**config.mk**
```make
export PLATFORM = sky130hd
export DESIGN_NAME = alu_core
export DESIGN_NICKNAME = d
export VERILOG_FILES = /design/src/rtl/alu_in_pkg_hdl.sv /design/src/rtl/alu_core_mul_seq.sv /design/src/rtl/alu_core.sv
export SDC_FILE = /design/constraint.sdc
export NUM_CORES = 1
export LEC_CHECK = 0
export CORE_MARGIN = 4
export CORE_UTILIZATION = 60
export DETAILED_ROUTE_END_ITERATION = 8
export GPL_TIMING_DRIVEN = 0
export HOLD_SLACK_MARGIN = 0.03
export PLACE_DENSITY_LB_ADDON = 0.3
export SYNTH_ARGS = -nofsm -noshare
export SYNTH_HDL_FRONTEND = slang
export SYNTH_HIERARCHICAL = 1
export SYNTH_SLANG_ARGS = --single-unit
export TNS_END_PERCENT = 20
```
**constraint.sdc**
```tcl
create_clock -name clk -period 6.7 [get_ports clk]
set_clock_uncertainty 0.1 [all_clocks]
set_input_delay 1.005 -clock clk [delete_from_list [all_inputs] [get_ports clk]]
set_output_delay 1.005 -clock clk [all_outputs]
set_load 0.005 [all_outputs]
```
**src/rtl/alu_in_pkg_hdl.sv**
```systemverilog
// -----------------------------------------------------------------------------
// alu_in_pkg_hdl
// Shared types for the alu_core block and its initiator.
//   alu_in_op_t : 3-bit operation code (no_op, add, and, xor, mul, 3 reserved)
//   alu_state_t : control state of alu_core
//   is_reserved : true for the reserved opcodes 5..7
// -----------------------------------------------------------------------------
package alu_in_pkg_hdl;

    typedef enum logic [2:0] {
        OP_NOP  = 3'd0,
        OP_ADD  = 3'd1,
        OP_AND  = 3'd2,
        OP_XOR  = 3'd3,
        OP_MUL  = 3'd4,
        OP_RSV5 = 3'd5,
        OP_RSV6 = 3'd6,
        OP_RSV7 = 3'd7
    } alu_in_op_t;

    typedef enum logic [1:0] {
        ST_IDLE = 2'd0,
        ST_EXEC = 2'd1,
        ST_MUL  = 2'd2,
        ST_DONE = 2'd3
    } alu_state_t;

    function automatic logic is_reserved(input alu_in_op_t o);
        return (o == OP_RSV5) || (o == OP_RSV6) || (o == OP_RSV7);
    endfunction

endpackage

```
**src/rtl/alu_core_mul_seq.sv**
```systemverilog
// -----------------------------------------------------------------------------
// alu_core_mul_seq
// Iterative unsigned shift-add multiplier, one partial product per cycle.
// Ports:
//   clk, rst (async, active-low)  clock / reset
//   clr      sync clear, discards any multiplication in flight
//   start    load a/b; the first partial product is added on this same edge
//   a, b     W-bit unsigned operands
//   busy     high while partial products remain to be accumulated
//   product  2W-bit result, valid once busy is low after a start
// The load edge handles bit 0 of b, the following W-1 edges handle the rest,
// so the product is final W-1 edges after start and the owner sees busy low
// on its W-th cycle in the multiply state.
// -----------------------------------------------------------------------------
module alu_core_mul_seq #(
    parameter int W = 8
) (
    input  logic           clk,
    input  logic           rst,
    input  logic           clr,
    input  logic           start,
    input  logic [W-1:0]   a,
    input  logic [W-1:0]   b,
    output logic           busy,
    output logic [2*W-1:0] product
);

    localparam int CW = $clog2(W + 1);

    logic [2*W-1:0] acc_q,    acc_d;
    logic [2*W-1:0] mcand_q,  mcand_d;
    logic [W-1:0]   mplier_q, mplier_d;
    logic [CW-1:0]  cnt_q,    cnt_d;

    always_comb begin
        acc_d    = acc_q;
        mcand_d  = mcand_q;
        mplier_d = mplier_q;
        cnt_d    = cnt_q;
        if (clr) begin
            acc_d    = '0;
            mcand_d  = '0;
            mplier_d = '0;
            cnt_d    = '0;
        end else if (start) begin
            acc_d    = b[0] ? {{W{1'b0}}, a} : '0;
            mcand_d  = {{W{1'b0}}, a} << 1;
            mplier_d = b >> 1;
            cnt_d    = CW'(W - 1);
        end else if (cnt_q != '0) begin
            if (mplier_q[0]) begin
                acc_d = acc_q + mcand_q;
            end
            mcand_d  = mcand_q << 1;
            mplier_d = mplier_q >> 1;
            cnt_d    = cnt_q - CW'(1);
        end
    end

    always_ff @(posedge clk or negedge rst) begin
        if (!rst) begin
            acc_q    <= '0;
            mcand_q  <= '0;
            mplier_q <= '0;
            cnt_q    <= '0;
        end else begin
            acc_q    <= acc_d;
            mcand_q  <= mcand_d;
            mplier_q <= mplier_d;
            cnt_q    <= cnt_d;
        end
    end

    assign busy    = (cnt_q != '0);
    assign product = acc_q;

endmodule

```
**src/rtl/alu_core.sv**
```systemverilog
// -----------------------------------------------------------------------------
// alu_core
// Small multi-cycle ALU with a valid/ready accept handshake and a done pulse.
// Ports:
//   clk      sole clock, rising edge
//   rst      asynchronous active-low reset
//   alu_rst  synchronous active-high soft reset from the initiator
//   ready    registered; high when an operation can be accepted
//   valid    initiator presents op/a/b
//   op       operation code (alu_in_op_t)
//   a, b     W-bit unsigned operands
//   done     one-cycle pulse; result/err valid while high
//   result   2W-bit result, held until the next done or reset
//   err      high with done for a reserved opcode
// Latency from the accept edge k: add/and/xor/reserved -> done after k+1,
// mul -> done after k+W; done always lasts one cycle, ready returns as it falls.
// -----------------------------------------------------------------------------
module alu_core
    import alu_in_pkg_hdl::*;
#(
    parameter int ALU_IN_OP_WIDTH = 8
) (
    input  logic                           clk,
    input  logic                           rst,
    input  logic                           alu_rst,
    output logic                           ready,
    input  logic                           valid,
    input  logic [2:0]                     op,
    input  logic [ALU_IN_OP_WIDTH-1:0]     a,
    input  logic [ALU_IN_OP_WIDTH-1:0]     b,
    output logic                           done,
    output logic [2*ALU_IN_OP_WIDTH-1:0]   result,
    output logic                           err
);

    localparam int W                = ALU_IN_OP_WIDTH;
    localparam int ALU_RESULT_WIDTH = 2 * ALU_IN_OP_WIDTH;
    localparam int RW               = ALU_RESULT_WIDTH;

    alu_state_t     state_q, state_d;
    alu_in_op_t     op_q;
    logic [W-1:0]   a_q, b_q;
    logic           ready_q, ready_d;
    logic           done_q, done_d;
    logic           err_q, err_d;
    logic [RW-1:0]  result_q, result_d;
    logic [RW-1:0]  exec_val;

    alu_in_op_t     op_in;
    logic           accept;
    logic           mul_start;
    logic           mul_busy;
    logic [RW-1:0]  mul_product;

    assign op_in     = alu_in_op_t'(op);
    // ready_q is only ever high in IDLE, so it doubles as the state qualifier.
    assign accept    = valid && ready_q && !alu_rst;
    assign mul_start = accept && (op_in == OP_MUL);

    alu_core_mul_seq #(
        .W (W)
    ) u_mul_seq (
        .clk     (clk),
        .rst     (rst),
        .clr     (alu_rst),
        .start   (mul_start),
        .a       (a),
        .b       (b),
        .busy    (mul_busy),
        .product (mul_product)
    );

    // Single-cycle datapath works only from the captured operands, so input
    // changes after the accept edge cannot disturb the result.
    always_comb begin
        exec_val = '0;
        case (op_q)
            OP_ADD:  exec_val = RW'(a_q) + RW'(b_q);
            OP_AND:  exec_val = RW'(a_q & b_q);
            OP_XOR:  exec_val = RW'(a_q ^ b_q);
            default: exec_val = '0;
        endcase
    end

    // State register plus the registered outputs and captured operands.
    always_ff @(posedge clk or negedge rst) begin
        if (!rst) begin
            state_q  <= ST_IDLE;
            ready_q  <= 1'b0;
            done_q   <= 1'b0;
            err_q    <= 1'b0;
            result_q <= '0;
            op_q     <= OP_NOP;
            a_q      <= '0;
            b_q      <= '0;
        end else begin
            state_q  <= state_d;
            ready_q  <= ready_d;
            done_q   <= done_d;
            err_q    <= err_d;
            result_q <= result_d;
            if (accept) begin
                op_q <= op_in;
                a_q  <= a;
                b_q  <= b;
            end
        end
    end

    // Next-state logic; the soft reset overrides every transition.
    always_comb begin
        state_d = state_q;
        if (alu_rst) begin
            state_d = ST_IDLE;
        end else begin
            case (state_q)
                ST_IDLE: begin
                    if (accept) begin
                        case (op_in)
                            OP_NOP:  state_d = ST_IDLE;
                            OP_MUL:  state_d = ST_MUL;
                            default: state_d = ST_EXEC;
                        endcase
                    end
                end
                ST_EXEC: state_d = ST_DONE;
                ST_MUL:  if (!mul_busy) state_d = ST_DONE;
                ST_DONE: state_d = ST_IDLE;
                default: state_d = ST_IDLE;
            endcase
        end
    end

    // Output logic, computed one cycle ahead so every output is a flop.
    always_comb begin
        ready_d  = (state_d == ST_IDLE) && !alu_rst;
        done_d   = (state_d == ST_DONE);
        err_d    = 1'b0;
        result_d = result_q;
        if (alu_rst) begin
            result_d = '0;
        end else if (state_q == ST_EXEC) begin
            result_d = exec_val;
            err_d    = is_reserved(op_q);
        end else if ((state_q == ST_MUL) && !mul_busy) begin
            result_d = mul_product;
        end
    end

    assign ready  = ready_q;
    assign done   = done_q;
    assign err    = err_q;
    assign result = result_q;

endmodule
```
==> impl_results.md <==
* CTS tree: yes
* Cell at the root of the clock tree: sky130_fd_sc_hd__clkbuf_8
* Clock-pin slew on the worst setup and hold paths at 100 ps
* Critical Path RT at 6820 ps
* Unrepaired setup endpoints after global routing: no
* Filler Cell Count at just under 600
* Portion of the clock cycle consumed by the worst path in the final layout at 45.5%
* Number of storage elements in the synthesis netlist at 82
* WHS at between 400 and 500 ps
* Library cell with the largest summed area after synthesis: sky130_fd_sc_hd__dfrtp_1
* Antenna violations before repair at 0
* Gr usage total at between 20% and 30%
* Synth-to-Final Area Change at 15.1%
* Category of the most critical setup path: input port to flip-flop
* Critical path arrival at 3160 ps
* LEAKAGE at 2.53 nW
* Ratio of routed vias to standard cells at 6.15
* Clk buf depth at 2
* Launching element type of the critical path: input port
* Post-synthesis cell type count at slightly above 60
* Tightest Pin Transition at 520 ps
* Sequential share of the synthesized area at 42.1%
* DIE WIDTH at 98.1 um
* Count of final setup violators at 0
* Area of the core region at between 7000 and 8000 sq um
* H-tree Lvls at 3
* Placer's final routability congestion estimate at 0.941
* Fin. Hold Viols at 0
* Clock period minus worst slack at 3050 ps
* Cell with the most instances after synthesis: sky130_fd_sc_hd__nand2_1
* Overall power at 0.00176 W
* Clock power share at 19.3%
* Worst Setup End Kind: flip-flop
* Maximum operating frequency at 0.328 GHz
* Hold-fix buffers at CTS at 0
* Share of synthesized flip-flops with an asynchronous set or reset at 100%
* Post-DP HPWL at 9170 um
* Area of the multi-input gates at 2630 sq um
* # Max-Cap Violations at 0
* First-pass iteration count of the detailed router at 5
* Antenna diode count at 0
* Post-Syn Instances at approximately 530
* Wire per inst at 17.8 um
* Count of port buffers added during placement at 40
* Top-area cell type share of the netlist area at around 42%
* Fraction of power spent switching nets at 40.8%
* Share of cells above drive strength 1 at 12.5%
* Number of global-route vias before repair at 4,152
* Total nets after synthesis at 580
* Setup Total Neg Slack at 0 ps
* Starting DRC count in detailed routing at 293
* Post-CTS Setup Inserts at 0
* Dominant cells by area after synthesis: sky130_fd_sc_hd__dfrtp_1 (42%), sky130_fd_sc_hd__a21oi_1 (7.3%), sky130_fd_sc_hd__nand2_1 (6.7%)
* Total internal power at 0.00104 W
* Portion of total power attributed to combinational logic at between 40% and 50%
* Peak supply drop at 0.250 mV
* Final global-route overflow total at 0
* Headroom to the max-slew limit at 65.3%
* Post-synth top flop: sky130_fd_sc_hd__dfrtp_1
* Status: complete, no violations
* Area taken by flip-flops and latches at 2050 sq um
* Maximum number of pins on one net before global-route repair at 49
* Initial core utilization at roughly 62%
* Clk_lat worst skew at around 360 ps
* Number of enable-type register cells in the synthesized netlist at 0
* Area enclosed by the die boundary at 9630 sq um
* Chip Height at 98.1 um
* Power density over cell area at 315 nW/um^2
* Switching pwr at 0.000719 W
* Number of pins with negative max-slew slack in the final report at 0
* Vias post-DR at about 4,200
* Synthesized area divided by synthesized cell count at 9.21 sq um
* Antenna viol nets, final at 0
* Floorplan row count at 32
* Top cell types by occurrence after synthesis: sky130_fd_sc_hd__nand2_1 (87), sky130_fd_sc_hd__dfrtp_1 (82), sky130_fd_sc_hd__a21oi_1 (71)
* Global-route wire length before repair at between 20,000 and 25,000 um
* Top-level I/O count at 42
* Synthesis warning total at 6
* Routed Wire Length at 12,200 um
* Clock buffer count from CTS at 9
* Detailed-route DRC error count at 0
* PostCTS Resize Cnt at 0
* Sink Count at 82
* Post-synthesis instance area at ~4900 sq um
* Top fanout value on the critical path at 10
* Sequential share of power at 37.4%
* Path type of the worst min-delay path: flip-flop to flip-flop
* Net total in the final layout at 632
==> routing by layer <==
metal,global-route usage [%],vias up,share of wire (%)
met5,0,-,0
met4,7.77,0,2.0
met3,5.14,21,7.1
met2,41.5,182,47
met1,37.0,2050,44
li1,-,1975,-
==> power by group through the flow <==
stage | registers, W | logic (W) | clock network, W
final | 0.000660 | 0.000763 | 0.000341
after global routing | 0.000671 | 0.000839 | 0.000373
after CTS | 0.000658 | 0.000756 | 0.000347
after global placement | 0.000661 | 0.000731 | 0
after detailed placement | 0.000667 | 0.000750 | 0
after floorplan | 0.000642 | 0.000546 | 0
==> per-stage QoR <==
| stage | instance area (sq um) | cells | setup slack, ps | util (%) |
|---|---|---|---|---|
| after global routing | 5610 | 688 | 3540 | 71.8 |
| after floorplan | 4870 | 529 | 4120 | - |
| after detailed placement | 5430 | 672 | 3310 | 69.5 |
| after global placement | 5400 | 671 | 1660 | 69.2 |
| final | 5610 | 688 | 3650 | 71.8 |
| after CTS | 5610 | 688 | 3690 | 71.8 |
==> final cells by class <==
type | instances | area share [%]
Sequential cell | 82 | 36.6
Inverter | 13 | 0.870
Timing Repair Buffer | 41 | 7.59
Clock buffer | 9 | 2.21
Buffer | 27 | 2.61
Clock inverter | 7 | 1.03
Multi-Input combinational cell | 407 | 46.8
Tap cell | 102 | 2.28
==> worst paths after layout <==
kind	startpoint	end	cells after the start	slack, ps
max in group asynchronous	rst	u_mul_seq/product[1]	2	5400
worst min register to register	result[2]	result[2]	1	420
worst max-delay path	valid	u_mul_seq/product[14]	7	3650
worst max register to register	u_mul_seq/product[1]	u_mul_seq/product[13]	8	4120
min in group asynchronous	rst	result[11]	1	510
worst min-delay path	result[2]	result[2]	1	420
==> critical path, stage by stage <==
cell	delay (ps)
sky130_fd_sc_hd__clkdlybuf4s50_1	500
sky130_fd_sc_hd__nand3b_4	120
sky130_fd_sc_hd__nor4b_4	290
sky130_fd_sc_hd__clkbuf_1	380
sky130_fd_sc_hd__or2_2	240
sky130_fd_sc_hd__clkbuf_1	430
sky130_fd_sc_hd__o22ai_1	200
==> cell usage in the layout (no fill, tap or decap), types with 3 or more instances in the layout <==
cell type,count
sky130_fd_sc_hd__a21oi_1,71
sky130_fd_sc_hd__mux2_2,25
sky130_fd_sc_hd__a221oi_2,3
sky130_fd_sc_hd__a31oi_1,5
sky130_fd_sc_hd__inv_6,3
sky130_fd_sc_hd__nor2b_1,5
sky130_fd_sc_hd__nand3_1,17
sky130_fd_sc_hd__xor2_1,7
sky130_fd_sc_hd__dfrtp_1,82
sky130_fd_sc_hd__buf_2,5
sky130_fd_sc_hd__clkbuf_8,11
sky130_fd_sc_hd__a21o_1,5
sky130_fd_sc_hd__inv_1,12
sky130_fd_sc_hd__nor3_1,11
sky130_fd_sc_hd__nand2_1,87
sky130_fd_sc_hd__o21ai_0,14
sky130_fd_sc_hd__nor2_1,45
sky130_fd_sc_hd__clkdlybuf4s50_1,39
sky130_fd_sc_hd__mux2i_1,6
sky130_fd_sc_hd__o32ai_1,3
sky130_fd_sc_hd__and3_1,3
sky130_fd_sc_hd__nand3b_1,6
sky130_fd_sc_hd__a221oi_1,3
sky130_fd_sc_hd__clkbuf_1,16
sky130_fd_sc_hd__ha_1,26
sky130_fd_sc_hd__xnor2_1,5
sky130_fd_sc_hd__a21o_2,3
sky130_fd_sc_hd__a22o_1,4
sky130_fd_sc_hd__nand2b_1,6
sky130_fd_sc_hd__nor3b_1,4
==> registers in the layout, summed over array words and instances, names as in the netlist <==
signal              cells
u_mul_seq/mcand_q      15
done                    1
op_q                    3
err                     1
ready                   1
u_mul_seq/mplier_q      7
b_q                     8
state_q                 2
u_mul_seq/product      16
a_q                     8
u_mul_seq/cnt_q         4
result                 16
==> cells by family (layout without fill, tap and decap cells) <==
group                      count (synthesis)  after routing  share of synthesized area [%]
adders and majority gates                 28             28                           7.50
AOI/OAI and AO/OA                        137            137                           17.8
and+or+nand+nor                          199            199                           19.4
muxes                                     31             31                           7.01
xor gates and xnor gates                  12             12                           2.16
DFF                                       82             82                           42.1
buffers and inverters                     40             97                           4.01
No activity file was read; power rests on OpenSTA's default activity.
